File: src/rtl/ifetch_pkg.sv
// Shared types and constants for the instruction-fetch prefetch queue.
// Holds the fetch FSM encoding, the decoder step codes and the halfword type.
package ifetch_pkg;

  typedef enum logic [0:0] {
    IF_IDLE = 1'b0,
    IF_REQ  = 1'b1
  } if_state_e;

  typedef logic [15:0] hword_t;

  localparam logic [1:0] STEP_NONE = 2'd0;
  localparam logic [1:0] STEP_ONE  = 2'd1;
  localparam logic [1:0] STEP_TWO  = 2'd2;

  // The decoder never consumes more than two halfwords, so code 3 acts as 2.
  function automatic logic [1:0] clamp_step(input logic [1:0] step);
    return (step == 2'd3) ? STEP_TWO : step;
  endfunction

endpackage

File: src/rtl/ifetch_queue_hword_ring.sv
// Circular halfword buffer: two read ports at head/head+1, writes of 1 or 2
// halfwords at tail, pops of 0/1/2 at head, and a flush that empties it.
module hword_ring
  import ifetch_pkg::*;
#(
  parameter int DEPTH = 8
) (
  input  logic                     clk,
  input  logic                     reset,
  input  logic                     flush,
  input  logic [1:0]               wr_cnt,
  input  hword_t                   wr_data0,
  input  hword_t                   wr_data1,
  input  logic [1:0]               pop_cnt,
  output hword_t                   rd_data0,
  output hword_t                   rd_data1,
  output logic [$clog2(DEPTH):0]   count
);

  localparam int AW = $clog2(DEPTH);

  hword_t        mem_q [DEPTH];
  hword_t        mem_d [DEPTH];
  logic [AW-1:0] head_q, head_d;
  logic [AW-1:0] tail_q, tail_d;
  logic [AW-1:0] head_nxt;
  logic [AW:0]   count_q, count_d;

  always_comb begin
    mem_d = mem_q;
    if (!flush) begin
      if (wr_cnt != STEP_NONE) mem_d[tail_q] = wr_data0;
      if (wr_cnt == STEP_TWO) mem_d[tail_q + AW'(1)] = wr_data1;
    end
  end

  // Pointers wrap naturally because they are exactly log2(DEPTH) bits wide.
  always_comb begin
    head_d  = head_q;
    tail_d  = tail_q;
    count_d = count_q;
    if (flush) begin
      head_d  = '0;
      tail_d  = '0;
      count_d = '0;
    end else begin
      head_d  = head_q + AW'(pop_cnt);
      tail_d  = tail_q + AW'(wr_cnt);
      count_d = count_q - (AW+1)'(pop_cnt) + (AW+1)'(wr_cnt);
    end
  end

  always_ff @(posedge clk) begin
    if (reset) begin
      for (int i = 0; i < DEPTH; i++) mem_q[i] <= '0;
      head_q  <= '0;
      tail_q  <= '0;
      count_q <= '0;
    end else begin
      mem_q   <= mem_d;
      head_q  <= head_d;
      tail_q  <= tail_d;
      count_q <= count_d;
    end
  end

  assign head_nxt = head_q + AW'(1);
  assign rd_data0 = mem_q[head_q];
  assign rd_data1 = mem_q[head_nxt];
  assign count    = count_q;

endmodule

File: src/rtl/ifetch_queue.sv
// Instruction-fetch prefetch queue: issues aligned 32-bit reads, buffers the
// halfwords and presents a 32-bit window to the decoder, with redirect/flush.
module ifetch_queue
  import ifetch_pkg::*;
#(
  parameter int          DEPTH    = 8,
  parameter logic [31:0] RESET_PC = 32'h0000_0000
) (
  input  logic        clk,
  input  logic        reset,
  input  logic        ifRedirect,
  input  logic [31:0] ifNewPc,
  input  logic        ifAdvance,
  input  logic [1:0]  idStepPc,
  output logic [31:0] istrWord,
  output logic        ifValid,
  output logic [31:0] ifPc,
  output logic        memReq,
  output logic [31:0] memAddr,
  input  logic        memAck,
  input  logic [31:0] memData
);

  localparam int          AW       = $clog2(DEPTH);
  localparam logic [AW:0] MIN_FILL = (AW+1)'(2);

  if_state_e   state_q, state_d;
  logic [31:0] fpc_q, fpc_d;
  logic [31:0] pc_q, pc_d;
  logic [31:0] addr_q, addr_d;
  logic        discard_q, discard_d;
  logic [AW:0] count;
  logic [AW:0] free;
  logic [1:0]  wr_cnt, pop_cnt;
  hword_t      wr_data0, wr_data1, rd_data0, rd_data1;
  logic [31:0] new_pc;
  logic        accept;

  assign new_pc = ifNewPc & ~32'd1;
  assign free   = (AW+1)'(DEPTH) - count;
  assign accept = (state_q == IF_REQ) && memAck;

  always_ff @(posedge clk) begin
    if (reset) state_q <= IF_IDLE;
    else       state_q <= state_d;
  end

  // A redirect in IDLE waits one cycle so the request uses the new fetch PC.
  always_comb begin
    state_d = state_q;
    case (state_q)
      IF_IDLE: if (!ifRedirect && free >= MIN_FILL) state_d = IF_REQ;
      IF_REQ:  if (memAck) state_d = IF_IDLE;
      default: state_d = IF_IDLE;
    endcase
  end

  always_comb begin
    memReq   = (state_q == IF_REQ);
    memAddr  = addr_q;
    ifValid  = (count >= MIN_FILL);
    ifPc     = pc_q;
    istrWord = ifValid ? {rd_data1, rd_data0} : 32'd0;
  end

  always_comb begin
    fpc_d     = fpc_q;
    addr_d    = addr_q;
    discard_d = discard_q;
    wr_cnt    = STEP_NONE;
    wr_data0  = memData[15:0];
    wr_data1  = memData[31:16];
    pop_cnt   = STEP_NONE;
    if (ifAdvance && ifValid) pop_cnt = clamp_step(idStepPc);
    pc_d = pc_q + {29'd0, pop_cnt, 1'b0};
    if (state_q == IF_IDLE && state_d == IF_REQ) addr_d = {fpc_q[31:2], 2'b00};
    if (accept) begin
      discard_d = 1'b0;
      if (!discard_q && !ifRedirect) begin
        fpc_d = {fpc_q[31:2], 2'b00} + 32'd4;
        if (fpc_q[1]) begin
          wr_cnt   = STEP_ONE;
          wr_data0 = memData[31:16];
        end else begin
          wr_cnt = STEP_TWO;
        end
      end
    end
    // Redirect wins over pop and enqueue; an in-flight read becomes stale.
    if (ifRedirect) begin
      fpc_d     = new_pc;
      pc_d      = new_pc;
      pop_cnt   = STEP_NONE;
      wr_cnt    = STEP_NONE;
      discard_d = (state_q == IF_REQ) && !memAck;
    end
  end

  always_ff @(posedge clk) begin
    if (reset) begin
      fpc_q     <= RESET_PC;
      pc_q      <= RESET_PC;
      addr_q    <= '0;
      discard_q <= 1'b0;
    end else begin
      fpc_q     <= fpc_d;
      pc_q      <= pc_d;
      addr_q    <= addr_d;
      discard_q <= discard_d;
    end
  end

  hword_ring #(
    .DEPTH(DEPTH)
  ) u_ring (
    .clk      (clk),
    .reset    (reset),
    .flush    (ifRedirect),
    .wr_cnt   (wr_cnt),
    .wr_data0 (wr_data0),
    .wr_data1 (wr_data1),
    .pop_cnt  (pop_cnt),
    .rd_data0 (rd_data0),
    .rd_data1 (rd_data1),
    .count    (count)
  );

endmodule

File: config.mk
export PLATFORM = sky130hd
export DESIGN_NAME = ifetch_queue
export DESIGN_NICKNAME = d
export VERILOG_FILES = /design/src/rtl/ifetch_pkg.sv /design/src/rtl/ifetch_queue_hword_ring.sv /design/src/rtl/ifetch_queue.sv
export SDC_FILE = /design/constraint.sdc
export NUM_CORES = 1
export LEC_CHECK = 0
export BUFFER_PORTS_ARGS = -buffer_cell sky130_fd_sc_hd__buf_2
export CAP_MARGIN = 25
export CORE_UTILIZATION = 55
export CTS_CLUSTER_SIZE = 40
export DETAILED_ROUTE_END_ITERATION = 7
export GPL_ROUTABILITY_DRIVEN = 1
export PLACE_DENSITY = 0.76
export SLEW_MARGIN = 20
export SYNTH_ARGS = -nofsm -noshare
export SYNTH_HDL_FRONTEND = slang
export SYNTH_SLANG_ARGS = --single-unit
File: constraint.sdc
create_clock -name clk -period 3.5 [get_ports clk]
set_clock_uncertainty 0.2 [all_clocks]
set_input_delay 0.35 -clock clk [delete_from_list [all_inputs] [get_ports clk]]
set_output_delay 0.35 -clock clk [all_outputs]
set_load 0.01 [all_outputs]
==> results of run 1 <==
-- routing by layer --
layer | vias to the layer above | wire [um] | share of wire (%)
met5 | - | 32 | 0.071
met4 | 4 | 1689 | 3.7
met3 | 123 | 4103 | 9.1
met2 | 686 | 21670 | 48
met1 | 6638 | 17610 | 39
li1 | 6213 | - | -
-- flip-flops by register name (all words and copies together), names as in the netlist --
signal         flops
u_ring.mem_q     128
u_ring.tail_q      3
u_ring.head_q      3
memAddr           30
u_ring.count       4
ifPc              31
memReq             1
fpc_q             31
discard_q          1
-- synth_stat cells, drive strengths merged, types with 2 or more instances --
cell	instances
dfxtp	232
nor2	205
a21oi	179
inv	176
a211o	128
a221oi	128
clkbuf	108
mux2i	64
mux4	64
buf	58
nand2	57
a21boi	43
xnor2	35
xor2	24
nand3	19
nand4	19
nor3	17
and2	15
nor4	15
ha	14
and3	12
and4	10
a211oi	5
fa	5
o21ai	4
a21o	3
o21a	3
or3	3
a31oi	2
and3b	2
nand2b	2
nor3b	2
o31a	2
or2	2
-- power by group through the flow --
stage	Clock, mW	Sequential, mW	Combinational (mW)
after detailed placement	0	3.04	1.12
after floorplan	0	3.01	0.819
after global placement	0	3.02	1.08
after CTS	2.76	2.98	1.14
after global routing	2.86	3.01	1.25
final	2.73	2.99	1.15
-- how the worst max path moves through the flow --
stage / startpoint / to / slack [ps] / depth (start not counted)
after floorplan: u_ring.count[0]$_SDFF_PP0_ / ifPc[13]$_SDFF_PP0_ / 460 / 16
after global placement: u_ring.count[0]$_SDFF_PP0_ / ifPc[13]$_SDFF_PP0_ / 420 / 14
after detailed placement: u_ring.count[0]$_SDFF_PP0_ / ifPc[27]$_SDFF_PP0_ / 310 / 14
after CTS: u_ring.count[0]$_SDFF_PP0_ / ifPc[27]$_SDFF_PP0_ / 280 / 14
after global routing: u_ring.count[0]$_SDFF_PP0_ / ifPc[27]$_SDFF_PP0_ / 20 / 14
final: u_ring.count[1]$_SDFF_PP0_ / ifPc[27]$_SDFF_PP0_ / 200 / 13
-- layout make-up --
cell class                 count  area share [%]
multi-input combinational   1097           53.20
clock inverter                 8          0.3918
timing repair buffer         215           7.888
tap                          341           2.521
sequential                   232           27.46
antenna                        3         0.04436
inverter                     176           3.903
clock buffer                  38           4.591
-- cells by family (layout without fill, tap and decap cells) --
group | after synthesis | after routing | synth area share, %
adders and majority gates | 19 | 19 | 1.836
and+or+nand+nor | 387 | 387 | 12.62
AOI/OAI and AO/OA | 501 | 501 | 27.55
xor gates and xnor gates | 59 | 59 | 3.447
other | 1 | 6 | 0.02501
DFF | 232 | 232 | 30.98
muxes | 128 | 128 | 14.09
buffers and inverters | 342 | 437 | 9.463
-- critical path, delay by kind of cell, from the launching register on --
kind,cells,cell delay [ps]
adders and majority gates,3,850
and+or+nand+nor,6,1270
buffers and inverters,2,140
xor gates and xnor gates,1,170
AOI/OAI and AO/OA,1,110
DFF,1,390
-- what timing repair did --
action	in CTS	in global routing
setup buffers	0	0
endpoints found under the hold margin	34	0
hold buffers	16	0
==> results.md, run 1 <==
* Status: finished clean
* Pwr Density at ~400 nW/um2
* Met2 Use GR at about 54%
* Worst Path Required at about 3700 ps
* Worst Hold Class: in2reg
* Least-Margin Pin Slew at 1060 ps
* WHS Path Cells at 4
* DIE WIDTH at roughly 170 um
* Top cell type's share of synthesized area at 30.98%
* Reg2Reg Capture Point: ifPc[27]$_SDFF_PP0_
* Asr flop ratio synth at 0%
* P_sw at approximately 1.9 mW
* CTS resizes at 0
* Vias post-DR at about 14,000
* Via density at approximately 6.5
* Layout Nets at around 1,800
* RR Startpoint: u_ring.count[1]$_SDFF_PP0_
* Io pins at 169
* Fmax at ~0.3 GHz
* Skew-Pair Late Insertion Delay at 540 ps
* Post-DP HPWL at between 20,000 and 30,000 um
* RePlAce Congestion at between 0.8 and 0.9
* Hold path endpoint: ifPc[13]$_SDFF_PP0_
* RSZ-0062 raised after global routing: false
* Initial antenna violation count at 5
* CP endpoint kind: flip-flop
* Initial DRC count at around 1,500
* Relative slew slack at about 29%
* Bufs on Longest Clock Path at 3
* Crit path largest cell delay at 460 ps
* Final setup margin at 200.0 ps
* First-pass DRT Iterations at 8
* FF-to-FF path depth at 13
* Avg WL per Cell at between 20 and 25 um
* Register clock-pin slew on the reported worst setup and hold paths at 60 ps
* Num CTS Buffers at 26
* Share of layout cells above drive strength 1 at between 20% and 30%
* Main synth FF type: dfxtp_1
* Final Hold Viols at 0
* Final worst-path cycle share at approximately 94%
* Avg Inst Size Synth at 8.983 um2
* Sequential share of power at 43.5%
* Hold slack at between 10 and 15 ps
* Placed cell area at roughly 16,000 um2
* Crit Path Category: reg2reg
* Clk sinks at around 230
* DR DRC count at 0
* Crit path max fanout at 6
* Number of synthesized flops with an enable pin at 0
* GRT Total Usage at 31.62%
* Fin cells at around 2,100
* VDD IR max at about 0.33 mV
* Clk pwr share at 39.8%
* Share of the core filled with cells at about 63%
* Sequential area share after synthesis at 30.98%
* Area grow syn2layout at 12.89%
* Setup-failing EPs final at 0
* Worst hold start: ifNewPc[13]
* Fin area at around 17,000 um2
* Initial Util at between 50% and 60%
* Die area at roughly 28,000 um2
* Post-synthesis instance total at around 1,700
* Ranking of synthesized cells by area: dfxtp_1 31%, mux4_2 9.6%, a221oi_2 8.0%
* Gr busiest metal: met2
* Min Tclk post-route at between 3000 and 4000 ps
* Global route overflow at 0
* CTS root buffer: clkbuf_16
* Row cnt at 60
* Combinational Power Share at 16.7%
* R2R setup slack at 200 ps
* Yosys reg bits at 232
* GR Layer Usage met3 at between 5 and 6%
* WP data arrival at between 3000 and 4000 ps
* Number of antenna-violating nets in the routed design at 0
* PortBufs at ~160
* FF+latch area at roughly 4600 um2
* Htree depth at 1
* WL final at 45,110 um
* Setup_tns at 0 ps
* Most common cell after layout, fill and taps aside: dfxtp_1
* CTS tree: yes
* Post-Syn Area at between 10,000 and 15,000 um2
* Final Max Slew Viols at 0
* Slowest cell on crit path: fa_1
* Largest net degree at the start of global routing at about 200
* Total Power at between 6 and 7 mW
* Multi-input gate area at between 9000 and 10,000 um2
* Placed Cells incl. Taps at between 2,000 and 2,500
* Max-cap violations at 0
* Placeable Area at between 20,000 and 30,000 um2
* Die height at 167.1 um
* Largest area contributor in the netlist: dfxtp_1
* Met1 GRT Util at about two fifths
* Critical path startpoint category: flip-flop
* Most frequent cells in the layout: 231 x dfxtp_1, 201 x nor2_1, 179 x a21oi_1, 174 x inv_1, 162 x buf_2
* Pre-CTS setup slack at between 300 and 400 ps
* # fillers at 2,285
* Yosys warns at 0
* Synth unique cells at between 60 and 70
* Lkg Pwr at around 6.3 nW
* Worst-path cell chain: ha_1 > nor2_1 > and2_1 > inv_1 > and4b_1 > ha_1 > inv_1 > fa_1 > and3b_1 > nand2_1 > nor4_1 > xnor2_1 > a21boi_0
* Vias in the first global route at about 13,000
* First-pass GRT wire length at 70,750 um
* Sw frac at 28.24%
* P_int at 4.933 mW
Note: power is estimated with default switching activity, not from simulation.
==> run 2: changes to the inputs <==
CORE_MARGIN = 8   (was not set)
==> run 2 against run 1 <==
Fmax grew 0.71%. Sequential share of layout area shrank 0.075 points. Largest power group unchanged. Worst hold slack lost 4.7 ps. Clock power shrank 2%. Non-clock buffer count grew 10. Highest routed layer unchanged. Via count grew 0.68%.
==> results.md, run 2 (synthesis gave the netlist of run 1 again) <==
* Status: finished clean
* WL final at ~46,000 um
* CTS root buffer: clkbuf_16
* Htree depth at 1
* Area grow syn2layout at 13.19%
* Post-DP HPWL at roughly 29,000 um
* Row cnt at 60
* Worst Hold Class: in2reg
* Most flops, register: u_ring.mem_q
* Critical path startpoint category: flip-flop
* Fmax at between 0.3 and 0.4 GHz
* First-pass GRT wire length at approximately 73,000 um
* Vias post-DR at 13,757
* RePlAce Congestion at just over 0.9
* PortBufs at around 160
* Crit Path Category: reg2reg
* Setup_tns at 0 ps
* RSZ-0062 raised after global routing: false
* Crit path max fanout at 6
* Die height at approximately 180 um
* Initial Util at a little under three fifths
* Final setup margin at approximately 220 ps
* Least-Margin Pin Slew at 1032 ps
* Max-cap violations at 0
* First-pass DRT Iterations at 5
* Number of antenna-violating nets in the routed design at 0
* WP data arrival at around 3500 ps
* FF-to-FF path depth at 14
* Number of flip-flops in the largest register at approximately 130
* VDD IR max at between 0.4 and 0.5 mV
* Bufs on Longest Clock Path at 3
* Register clock-pin slew on the reported worst setup and hold paths at about 60 ps
* Total Power at between 6 and 7 mW
* Largest net degree at the start of global routing at roughly 200
* Global route overflow at 0
* Initial DRC count at ~1,500
* Pre-CTS setup slack at 330.3 ps
* Final Max Slew Viols at 0
* Layout Nets at roughly 1,800
* DR DRC count at 0
* Worst Path Required at 3740 ps
* Placed cell area at approximately 16,000 um2
* CP endpoint kind: flip-flop
* Min Tclk post-route at around 3300 ps
* Io pins at 169
* Worst hold start: ifNewPc[21]
* Setup-failing EPs final at 0
* Hold path endpoint: fpc_q[21]$_SDFFE_PP0P_
* Num CTS Buffers at 26
* Final Hold Viols at 0
* Lkg Pwr at ~6.3 nW
* Die area at between 30,000 and 40,000 um2
* Avg WL per Cell at 21.62 um
* R2R setup slack at approximately 220 ps
* Via density at between 6 and 7
* Reg2Reg Capture Point: ifPc[13]$_SDFF_PP0_
* Initial antenna violation count at 7
* CTS resizes at 0
* Most frequent cells in the layout: 231 x dfxtp_1, 201 x nor2_1, 179 x a21oi_1, 174 x inv_1, 162 x buf_2
* Share of the core filled with cells at a little over three fifths
* GRT Total Usage at between 20 and 30%
* Final worst-path cycle share at 93.63%
* Share of layout cells above drive strength 1 at 24.10%
* RR Startpoint: u_ring.count[0]$_SDFF_PP0_
* Vias in the first global route at between 10,000 and 15,000
* WHS Path Cells at 4
* Placeable Area at between 20,000 and 30,000 um2
* Pwr Density at just over 400 nW/um2
* CTS tree: yes
* Most common cell after layout, fill and taps aside: dfxtp_1
* Fin area at 16,970 um2
* DIE WIDTH at ~180 um
* Clk sinks at ~230
* Skew-Pair Late Insertion Delay at between 500 and 600 ps
* Relative slew slack at 31.23%
run 2: cell types whose count changed in the layout (fill, tap and decap cells not counted):
cell / delta
buf_4: +13
clkinv_2: -2
dlygate4sd3_1: -2
and4_1: +1
and4_2: -1
buf_12: -1
bufinv_16: -1
clkbuf_1: +1
clkbuf_8: +1
clkinv_4: +1
clkinvlp_4: +1
diode_2: +1
inv_4: -1
run 2: worst max-delay path by stage:
stage | cells past startpoint | from | end
global placement | 14 | u_ring.count[0]$_SDFF_PP0_ | ifPc[13]$_SDFF_PP0_
global route | 14 | u_ring.count[0]$_SDFF_PP0_ | ifPc[13]$_SDFF_PP0_
CTS | 6 | u_ring.head_q[0]$_SDFF_PP0_ | istrWord[18]
finish | 14 | u_ring.count[0]$_SDFF_PP0_ | ifPc[13]$_SDFF_PP0_
floorplan | 16 | u_ring.count[0]$_SDFF_PP0_ | ifPc[13]$_SDFF_PP0_
detailed placement | 14 | u_ring.count[0]$_SDFF_PP0_ | ifPc[13]$_SDFF_PP0_
run 2: power by group:
group | internal [mW] | switching (mW)
combinational | 0.519 | 0.638
clock | 1.55 | 1.12
sequential | 2.81 | 0.177
run 2: critical path: stages (launching register included):
cell and delay, ps:
dfxtp_1 340, inv_1 100, ha_1 170, nor2_1 40
and2_1 170, inv_1 80, and4b_1 270, ha_1 200
inv_1 60, fa_1 440, and3b_1 430, and3_1 240
nand4_1 120, xor2_1 160, a21boi_0 170
run 2: layer usage:
layer	vias up	GRT usage, %	part of all wire (%)
li1	6234	-	-
met1	6676	33.56	40
met2	703	44.21	47
met3	138	5.537	9.2
met4	6	11.94	3.9
met5	-	0	0.092
run 2: timing repair:
| action | 4_1_cts | 5_1_grt |
|---|---|---|
| hold endpoints to repair | 19 | 0 |
| buffers inserted | 0 | 0 |
| hold buffers | 14 | 0 |
run 2: cell type report:
cell class,instances,area (um2)
Clock buffer,40,794.5
Tap cell,341,426.7
Timing Repair Buffer,225,1393
Sequential cell,232,4648
Clock inverter,6,36.28
Fill cell,2235,9905
Inverter,176,660.6
Multi-Input combinational cell,1097,9002
Antenna cell,4,10.01
run 2: through the flow:
step | hold WS [ps] | cells
finish | 7.980 | 2121
detailed placement | 275.1 | 2057
CTS | 1.031 | 2117
global route | 7.846 | 2121
global placement | 272.1 | 2057
floorplan | 263.8 | 1671
